[src/rtl/watch_pkg.sv]
// Shared constants, key map and field-step helper for the watch core.
`timescale 1ns/1ps
package watch_pkg;

    localparam int unsigned SEC_MAX  = 59;
    localparam int unsigned MIN_MAX  = 59;
    localparam int unsigned HOUR_MAX = 23;
    localparam int unsigned HOUR_12  = 12;
    localparam int unsigned BCD_W    = 4;

    localparam int unsigned K_HOUR_UP = 0;
    localparam int unsigned K_HOUR_DN = 1;
    localparam int unsigned K_MIN_UP  = 2;
    localparam int unsigned K_MIN_DN  = 3;
    localparam int unsigned K_SEC_UP  = 4;
    localparam int unsigned K_SEC_DN  = 5;
    localparam int unsigned K_MODE    = 6;
    localparam int unsigned K_AL_SEL  = 7;

    // One adjust step with wrap in both directions; up+dn together cancel.
    function automatic logic [5:0] step_field(input logic [5:0] val, input logic [5:0] max,
                                              input logic up, input logic dn);
        logic [5:0] res;
        res = val;
        if (up && !dn) begin
            res = (val == max) ? 6'd0 : val + 6'd1;
        end else if (dn && !up) begin
            res = (val == 6'd0) ? max : val - 6'd1;
        end
        return res;
    endfunction

endpackage

[src/rtl/watch_bcd_split.sv]
// Splits a 0..99 binary value into tens and ones BCD digits.
`timescale 1ns/1ps
module watch_bcd_split
    import watch_pkg::*;
(
    input  logic [6:0]       bin,
    output logic [BCD_W-1:0] tens,
    output logic [BCD_W-1:0] ones
);

    assign tens = BCD_W'(bin / 7'd10);
    assign ones = BCD_W'(bin % 7'd10);

endmodule

[src/rtl/watch_core_p.sv]
// Digital watch: tick divider, HH:MM:SS time with key adjust, alarm, 12/24 h display.
`timescale 1ns/1ps
module watch_core_p
    import watch_pkg::*;
#(
    parameter int unsigned TICK_DIV    = 100000,
    parameter bit          H24_DEFAULT = 1'b1,
    parameter int unsigned ALARM_LEN   = 60
) (
    input  logic       CLK,
    input  logic       RESETN,
    input  logic [7:0] KEY,
    input  logic       ALARM_EN,
    output logic [3:0] H10,
    output logic [3:0] H1,
    output logic [3:0] M10,
    output logic [3:0] M1,
    output logic [3:0] S10,
    output logic [3:0] S1,
    output logic       PM,
    output logic       ALARM,
    output logic       SEC_TICK
);

    localparam int unsigned DIV_W = (TICK_DIV > 1) ? $clog2(TICK_DIV) : 1;

    logic [DIV_W-1:0] div_q;
    logic [4:0]       hour_q, hour_d, al_hour_q, al_hour_d;
    logic [5:0]       min_q, min_d, sec_q, sec_d, al_min_q, al_min_d;
    logic             h24_q, key6_q;
    logic             alarm_q, alarm_d;
    logic [7:0]       alarm_cnt_q, alarm_cnt_d;

    logic             sec_c, min_c, time_adj, normal_adv, match;
    logic [4:0]       adv_hour;
    logic [5:0]       adv_min, adv_sec;

    logic [4:0]       disp_hour, show_hour;
    logic [5:0]       show_min, show_sec;
    logic             pm;

    assign SEC_TICK = RESETN && (div_q == DIV_W'(TICK_DIV - 1));

    always_comb begin
        sec_c    = (sec_q == 6'(SEC_MAX));
        min_c    = sec_c && (min_q == 6'(MIN_MAX));
        adv_sec  = sec_c ? 6'd0 : sec_q + 6'd1;
        adv_min  = sec_c ? ((min_q == 6'(MIN_MAX)) ? 6'd0 : min_q + 6'd1) : min_q;
        adv_hour = min_c ? ((hour_q == 5'(HOUR_MAX)) ? 5'd0 : hour_q + 5'd1) : hour_q;

        // In alarm-edit the keys steer the alarm registers and time runs freely.
        time_adj   = !KEY[K_AL_SEL] && (|KEY[5:0]);
        normal_adv = SEC_TICK && !time_adj;

        hour_d    = hour_q;
        min_d     = min_q;
        sec_d     = sec_q;
        al_hour_d = al_hour_q;
        al_min_d  = al_min_q;

        if (normal_adv) begin
            hour_d = adv_hour;
            min_d  = adv_min;
            sec_d  = adv_sec;
        end else if (SEC_TICK) begin
            hour_d = 5'(step_field({1'b0, hour_q}, 6'(HOUR_MAX),
                                   KEY[K_HOUR_UP], KEY[K_HOUR_DN]));
            min_d  = step_field(min_q, 6'(MIN_MAX), KEY[K_MIN_UP], KEY[K_MIN_DN]);
            sec_d  = step_field(sec_q, 6'(SEC_MAX), KEY[K_SEC_UP], KEY[K_SEC_DN]);
        end

        if (SEC_TICK && KEY[K_AL_SEL]) begin
            al_hour_d = 5'(step_field({1'b0, al_hour_q}, 6'(HOUR_MAX),
                                      KEY[K_HOUR_UP], KEY[K_HOUR_DN]));
            al_min_d  = step_field(al_min_q, 6'(MIN_MAX), KEY[K_MIN_UP], KEY[K_MIN_DN]);
        end

        match = ALARM_EN && normal_adv && (adv_hour == al_hour_q) && (adv_min == al_min_q) &&
                (adv_sec == 6'd0);

        alarm_d     = alarm_q;
        alarm_cnt_d = alarm_cnt_q;
        if (!ALARM_EN) begin
            alarm_d     = 1'b0;
            alarm_cnt_d = 8'd0;
        end else if (match) begin
            alarm_d     = 1'b1;
            alarm_cnt_d = 8'd0;
        end else if (alarm_q && SEC_TICK) begin
            if (alarm_cnt_q == 8'(ALARM_LEN - 1)) begin
                alarm_d     = 1'b0;
                alarm_cnt_d = 8'd0;
            end else begin
                alarm_cnt_d = alarm_cnt_q + 8'd1;
            end
        end
    end

    always_ff @(posedge CLK) begin
        if (!RESETN) begin
            div_q       <= '0;
            hour_q      <= '0;
            min_q       <= '0;
            sec_q       <= '0;
            al_hour_q   <= '0;
            al_min_q    <= '0;
            h24_q       <= H24_DEFAULT;
            key6_q      <= 1'b0;
            alarm_q     <= 1'b0;
            alarm_cnt_q <= '0;
        end else begin
            div_q       <= SEC_TICK ? '0 : div_q + 1'b1;
            hour_q      <= hour_d;
            min_q       <= min_d;
            sec_q       <= sec_d;
            al_hour_q   <= al_hour_d;
            al_min_q    <= al_min_d;
            key6_q      <= KEY[K_MODE];
            if (KEY[K_MODE] && !key6_q) begin
                h24_q <= ~h24_q;
            end
            alarm_q     <= alarm_d;
            alarm_cnt_q <= alarm_cnt_d;
        end
    end

    always_comb begin
        disp_hour = KEY[K_AL_SEL] ? al_hour_q : hour_q;
        show_min  = KEY[K_AL_SEL] ? al_min_q : min_q;
        show_sec  = KEY[K_AL_SEL] ? 6'd0 : sec_q;
        show_hour = disp_hour;
        pm        = 1'b0;
        if (!h24_q) begin
            pm = (disp_hour >= 5'(HOUR_12));
            if (disp_hour == 5'd0) begin
                show_hour = 5'(HOUR_12);
            end else if (disp_hour > 5'(HOUR_12)) begin
                show_hour = disp_hour - 5'(HOUR_12);
            end
        end
    end

    assign PM    = pm;
    assign ALARM = alarm_q;

    watch_bcd_split u_bcd_hour (
        .bin  ({2'b00, show_hour}),
        .tens (H10),
        .ones (H1)
    );

    watch_bcd_split u_bcd_min (
        .bin  ({1'b0, show_min}),
        .tens (M10),
        .ones (M1)
    );

    watch_bcd_split u_bcd_sec (
        .bin  ({1'b0, show_sec}),
        .tens (S10),
        .ones (S1)
    );

endmodule

[config.mk]
export PLATFORM = sky130hd
export DESIGN_NAME = watch_core_p
export DESIGN_NICKNAME = d
export VERILOG_FILES = /design/src/rtl/watch_pkg.sv /design/src/rtl/watch_bcd_split.sv /design/src/rtl/watch_core_p.sv
export SDC_FILE = /design/constraint.sdc
export NUM_CORES = 1
export LEC_CHECK = 0
export ABC_AREA = 1
export ABC_CLOCK_PERIOD_IN_PS = 8800
export CAP_MARGIN = 20
export CORE_AREA = 4 4 129 131
export DETAILED_ROUTE_END_ITERATION = 6
export DIE_AREA = 0 0 133 135
export HOLD_SLACK_MARGIN = 0.02
export PLACE_DENSITY = 0.57
export SLEW_MARGIN = 0
export SYNTH_ARGS = -nofsm -noshare
export SYNTH_HDL_FRONTEND = slang
export SYNTH_SLANG_ARGS = --single-unit
[constraint.sdc]
create_clock -name CLK -period 8.8 [get_ports CLK]
set_input_delay 0.88 -clock CLK [delete_from_list [all_inputs] [get_ports CLK]]
set_output_delay 0.88 -clock CLK [all_outputs]
set_load 0.03 [all_outputs]
==> results of run 1 <==
critical path: cells and delay by family:
| family | cells | cell delay, ps |
|---|---|---|
| AOI/OAI and AO/OA | 1 | 130 |
| adders and majority gates | 3 | 630 |
| and+or+nand+nor | 15 | 1410 |
| buffers and inverters | 7 | 1730 |
synth_stat cells (2+ instances only):
master    instances  area, um^2
a211oi_1          8        60.1
a21oi_1          30         150
a31oi_1           8        50.1
buf_2             3        15.0
buf_4             5        37.5
buf_6             2        22.5
clkbuf_1          6        22.5
dfxtp_1          56        1120
ha_1             32         400
inv_1           122         458
inv_2            11        41.3
inv_4             2        12.5
mux2i_1           2        20.0
nand2_1         165         619
nand2_2          28         175
nand2_4           5        56.3
nand3_1          62         310
nand3_2           7        70.1
nand3b_1          2        15.0
nand4_1          17         106
nand4_4           2        42.5
nor2_1           79         297
nor2_2           19         119
nor2_4            3        33.8
nor3_1           11        55.1
nor3b_1           4        30.0
nor4_1            2        12.5
o211ai_1          6        45.0
o21a_1            3        22.5
o21ai_0          65         325
o21ai_2           9        78.8
o21ai_4           2        32.5
o31ai_1           4        30.0
xnor2_1           7        61.3
xor2_1           33         289
stage by stage:
stage | area (um^2) | hold WS, ps | total power (W)
6_report | 6040 | 454 | 0.000573
2_1_floorplan | 5390 | 418 | 0.000339
5_1_grt | 6040 | 495 | 0.000604
3_5_place_dp | 5900 | 438 | 0.000371
4_1_cts | 6040 | 456 | 0.000584
3_3_place_gp | 5900 | 435 | 0.000371
worst paths after layout:
kind              startpoint        endpoint  depth (start not counted)
setup reg to reg    sec_q[0]  alarm_cnt_q[6]                         13
hold reg to reg     div_q[0]        div_q[0]                          1
hold / removal      div_q[0]        div_q[0]                          1
setup / recovery      KEY[7]           H1[1]                         26
routing by layer:
metal | global-route usage | vias to the layer above
met3 | 0.0287 | 10
met1 | 0.190 | 2307
li1 | - | 2763
met2 | 0.253 | 67
met5 | 0 | -
met4 | 0.0370 | 0
state kept, by name, summed over array words and instances, names as in the netlist:
| signal | flops |
|---|---|
| div_q | 17 |
| alarm_cnt_q | 8 |
| al_min_q | 6 |
| min_q | 6 |
| sec_q | 6 |
| al_hour_q | 5 |
| hour_q | 5 |
| ALARM | 1 |
| h24_q | 1 |
| key6_q | 1 |
final cells by class:
cell class / instances / area (um^2)
multi-input combinational: 632 / 3640
sequential: 56 / 1120
tap: 216 / 270
timing repair buffer: 35 / 345
inverter: 137 / 520
fill: 1697 / 9550
clock buffer: 6 / 129
clock inverter: 2 / 16.3
kinds of logic after synthesis:
logic type / after synthesis / share of synthesized area
AOI/OAI and AO/OA: 143 / 0.161
other: 1 / 0.000698
muxes: 2 / 0.00373
and+or+nand+nor: 411 / 0.370
adders and majority gates: 32 / 0.0745
DFF: 56 / 0.209
buffers and inverters: 154 / 0.116
xor gates and xnor gates: 40 / 0.0652
power groups by stage:
stage,registers (W),clock network [W],logic (W)
floorplan,0.000262,0,0.0000776
global placement,0.000262,0,0.000109
detailed placement,0.000262,0,0.000109
CTS,0.000256,0.000219,0.000110
global route,0.000256,0.000228,0.000120
finish,0.000256,0.000209,0.000108
==> results_dict.tcl, run 1 <==
set metrics [dict create \
    hold_viol 0 \
    grt_usage 0.147 \
    netlist_area_um2 5370 \
    grt.overflow.total 0 \
    drv_slew 0 \
    crit_type "input port to output port" \
    path_clk_slew_ps 70 \
    timing.final.crit_share 0.643 \
    grt_max_degree 26 \
    num_rows 46 \
    start_util 0.345 \
    rsz0062_at_grt "false" \
    ctsHtreeMaxLevel 2 \
    clkPwrFrac 0.364 \
    postRouteAntennaNets 0 \
    hpwl_mm 9.95 \
    dpl.cell_count 1076 \
    vias_per_cell 4.75 \
    clock_latency_ps 310 \
    synthDistinctLibCells 52 \
    ctsResizeCount 0 \
    post-route-min-period_ps 5650 \
    p_sw_w 0.000172 \
    startpoint_type "input port" \
    grt_pass1_vias 4807 \
    syn2layout_area_growth_pct 12.5 \
    crit_fanout 24 \
    ir_drop_mv 0.0736 \
    p_comb_frac 0.189 \
    port_buffers 33 \
    relSlewSlack 0.442 \
    gp_congestion 0.852 \
    seq_area_frac_synth 0.209 \
    avgSynthCellArea_um2 6.41 \
    postLayoutCoreUtil 0.387 \
    p_leak_nw 2.64 \
    cp-end-kind "output port" \
    clock-sinks 56 \
    synth_warnings 0 \
    finalSetupViolations 0 \
    layout.cells.most_common "nand2_1" \
    synth_ff_type "dfxtp_1" \
    power_density_nw_per_um2 94.9 \
    core_um2 15600 \
    grt_pass1_wl_mm 22.2 \
    synth_edf_count 0 \
    dieArea_um2 18000 \
    netSwitchingFraction 0.300 \
    worstPathArrival_ps 4770 \
    place_ws_ps 3140 \
    clock_skew_ps 6.57 \
    seq_power_share 0.447 \
    layout-drive-gt1-share 0.119 \
    ios 38 \
    antenna_cells 0 \
    mostFrequentLayoutCells "nand2_1 (165), inv_1 (122), nor2_1 (79), o21ai_0 (65), nand3_1 (62)" \
    routedWlPerCell_um 11.9 \
    drt-met1-wl_mm 6.11 \
    cts_setup_buffers 0 \
    crit_required_ps 7920 \
    fin_ws_ps 3150 \
    ys_seq_elements 56 \
    drv_cap 0 \
    root_buffer "clkbuf_16" \
    cpPeakStageDelay_ps 660 \
    worst_pin_slew_ps 829 \
    route.met2.wl_mm 6.15 \
    wl_met3_um 463 \
    dieHeight_um 135 \
    cts_tree "done" \
    crit_slowest_cell "clkdlybuf4s50_1" \
    async_reset_ff_frac 0 \
    hold_buffers 0 \
    die_w_um 133 \
    crit_top_cell "nand2_1" \
    clk_path_buf_depth 2 \
    final_cells 1084 \
    cts-buffers-inserted 5 \
    firstDrtPassIters 5 \
    drt_iter0_drc 249 \
    routed_wl_mm 12.9 \
    timing.fmax_mhz 177 \
    p_int_w 0.000401 \
    setup-tns-final_ps 0 \
    final_nets 910 \
    hp-class "register to register" \
    r2r_slack_ps 6260 \
    antenna_found_initial 0 \
    top_layer_used "met4" \
    postSynthCellCount 839 \
    route.detailed.drc 0 \
    outcome "finished, final reports clean" \
    vias 5147 \
]
No activity file was read; power rests on OpenSTA's default activity.
==> run 2: changes to the inputs <==
ABC_CLOCK_PERIOD_IN_PS = 4650   (was 8800)
PLACE_DENSITY = 0.59   (was 0.57)
clock period = 4.65 ns   (was 8.8 ns; I/O delays follow)
==> results_dict.tcl, run 2 (synthesis results as in run 1) <==
set metrics [dict create \
    outcome "finished, final reports clean" \
    firstDrtPassIters 5 \
    crit_slowest_cell "clkdlybuf4s50_1" \
    largest_register_ffs 17 \
    dieArea_um2 18000 \
    vias_per_cell 4.76 \
    timing.fmax_mhz 237 \
    cts_tree "done" \
    crit_fanout 20 \
    timing.final.crit_share 0.908 \
    routedWlPerCell_um 11.6 \
    drt_iter0_drc 315 \
    grt_max_degree 26 \
    setup-tns-final_ps 0 \
    cpPeakStageDelay_ps 660 \
    path_clk_slew_ps 70 \
    p_int_w 0.000757 \
    final_cells 1084 \
    largest_registers "div_q (17), alarm_cnt_q (8)" \
    drv_slew 0 \
    grt_usage 0.142 \
    relSlewSlack 0.462 \
    startpoint_type "input port" \
    route.detailed.drc 0 \
    hold_buffers 0 \
    cp-end-kind "output port" \
    gp_congestion 0.856 \
    crit_family "buffers and inverters" \
    clock-sinks 56 \
    clk_path_buf_depth 2 \
    antenna_cells 0 \
    antenna_found_initial 0 \
    mostFrequentLayoutCells "nand2_1 (165), inv_1 (122), nor2_1 (79), o21ai_0 (65), nand3_1 (62)" \
    cts_setup_buffers 0 \
    postRouteAntennaNets 0 \
    clock_skew_ps 8.45 \
    p_sw_w 0.000336 \
    ir_drop_mv 0.172 \
    grt_pass1_wl_mm 21.7 \
    crit_type "input port to output port" \
    start_util 0.345 \
    rsz0062_at_grt "false" \
    regMostFlops "div_q" \
    finalSetupViolations 0 \
    worstPathArrival_ps 3760 \
    syn2layout_area_growth_pct 12.0 \
    finalInstanceArea_um2 6020 \
    ctsHtreeMaxLevel 2 \
    routed_wl_mm 12.6 \
    power_density_nw_per_um2 182 \
    p_leak_nw 2.67 \
    grt.overflow.total 0 \
    die_w_um 133 \
    hpwl_mm 9.76 \
    hold_viol 0 \
    clock_latency_ps 310 \
    vias 5155 \
    crit_chain "clkdlybuf4s50_1 > buf_4 > nand2_1 > nand2_2 > inv_1 > ha_1 > o21ai_0 > nand3_1 > nand3_1 > nand2_2 > nand2_2 > nand2_1 > nand2_1 > inv_1 > ha_1 > nand2_1 > nand2_2 > nand2_4 > clkdlybuf4s50_1" \
    clkPwrFrac 0.374 \
    layout.cells.most_common "nand2_1" \
    ios 38 \
    grt_pass1_vias 4644 \
    root_buffer "clkbuf_16" \
    ctsResizeCount 0 \
    seq_power_share 0.444 \
    cts-buffers-inserted 5 \
    port_buffers 33 \
    num_rows 46 \
    dpl.cell_count 1076 \
    p_comb_frac 0.183 \
    placed_cell_area_um2 5870 \
    drv_cap 0 \
    crit_required_ps 4180 \
    final_nets 910 \
    crit_buf_inv 5 \
    core_um2 15600 \
    worst_pin_slew_ps 799 \
    netSwitchingFraction 0.307 \
    post-route-min-period_ps 4220 \
    dieHeight_um 135 \
    hp-class "register to register" \
    layout-drive-gt1-share 0.134 \
]
## run 2: power by group through the flow
stage                     registers, W  logic (W)  clock network [W]
after floorplan               0.000495   0.000147                  0
after global placement        0.000496   0.000201                  0
after detailed placement      0.000496   0.000202                  0
after CTS                     0.000485   0.000202           0.000426
after global routing          0.000485   0.000221           0.000440
final                         0.000485   0.000200           0.000408
## run 2: cell type report
type / count / area [um^2]
sequential: 56 / 1120
inverter: 137 / 520
fill: 1662 / 9580
tap: 216 / 270
clock inverter: 3 / 25.0
timing repair buffer: 35 / 315
clock buffer: 5 / 125
multi-input combinational: 632 / 3640
## run 2: stage by stage
stage | total power, W | hold WS, ps | setup WS, ps | utilization
2_1_floorplan | 0.000642 | 418 | 1110 | -
3_3_place_gp | 0.000697 | 435 | 480 | 0.376
3_5_place_dp | 0.000698 | 438 | 406 | 0.376
4_1_cts | 0.00111 | 456 | 393 | 0.386
5_1_grt | 0.00115 | 465 | 83.2 | 0.386
6_report | 0.00109 | 453 | 426 | 0.386
## run 2: per-layer routing
layer	track usage	wire (um)
met1	0.187	6010
met2	0.246	5970
met3	0.0265	506
met4	0.0225	91
met5	0	0
## run 2: final timing paths
kind | start | to | slack [ps] | cells past startpoint
max | KEY[7] | M10[0] | 430 | 19
min | div_q[0] | div_q[0] | 450 | 1
min reg2reg | div_q[0] | div_q[0] | 450 | 1
max reg2reg | sec_q[0] | alarm_cnt_q[2] | 2080 | 13
## run 2: worst reg2reg max path: cells and delay by family, from the launching register on
family / cells / cell delay [ps]
simple gates: 8 / 1220
flops: 1 / 530
fa+ha+maj: 1 / 270
xor+xnor: 1 / 170
compound gates: 2 / 160
buf+inv: 1 / 130
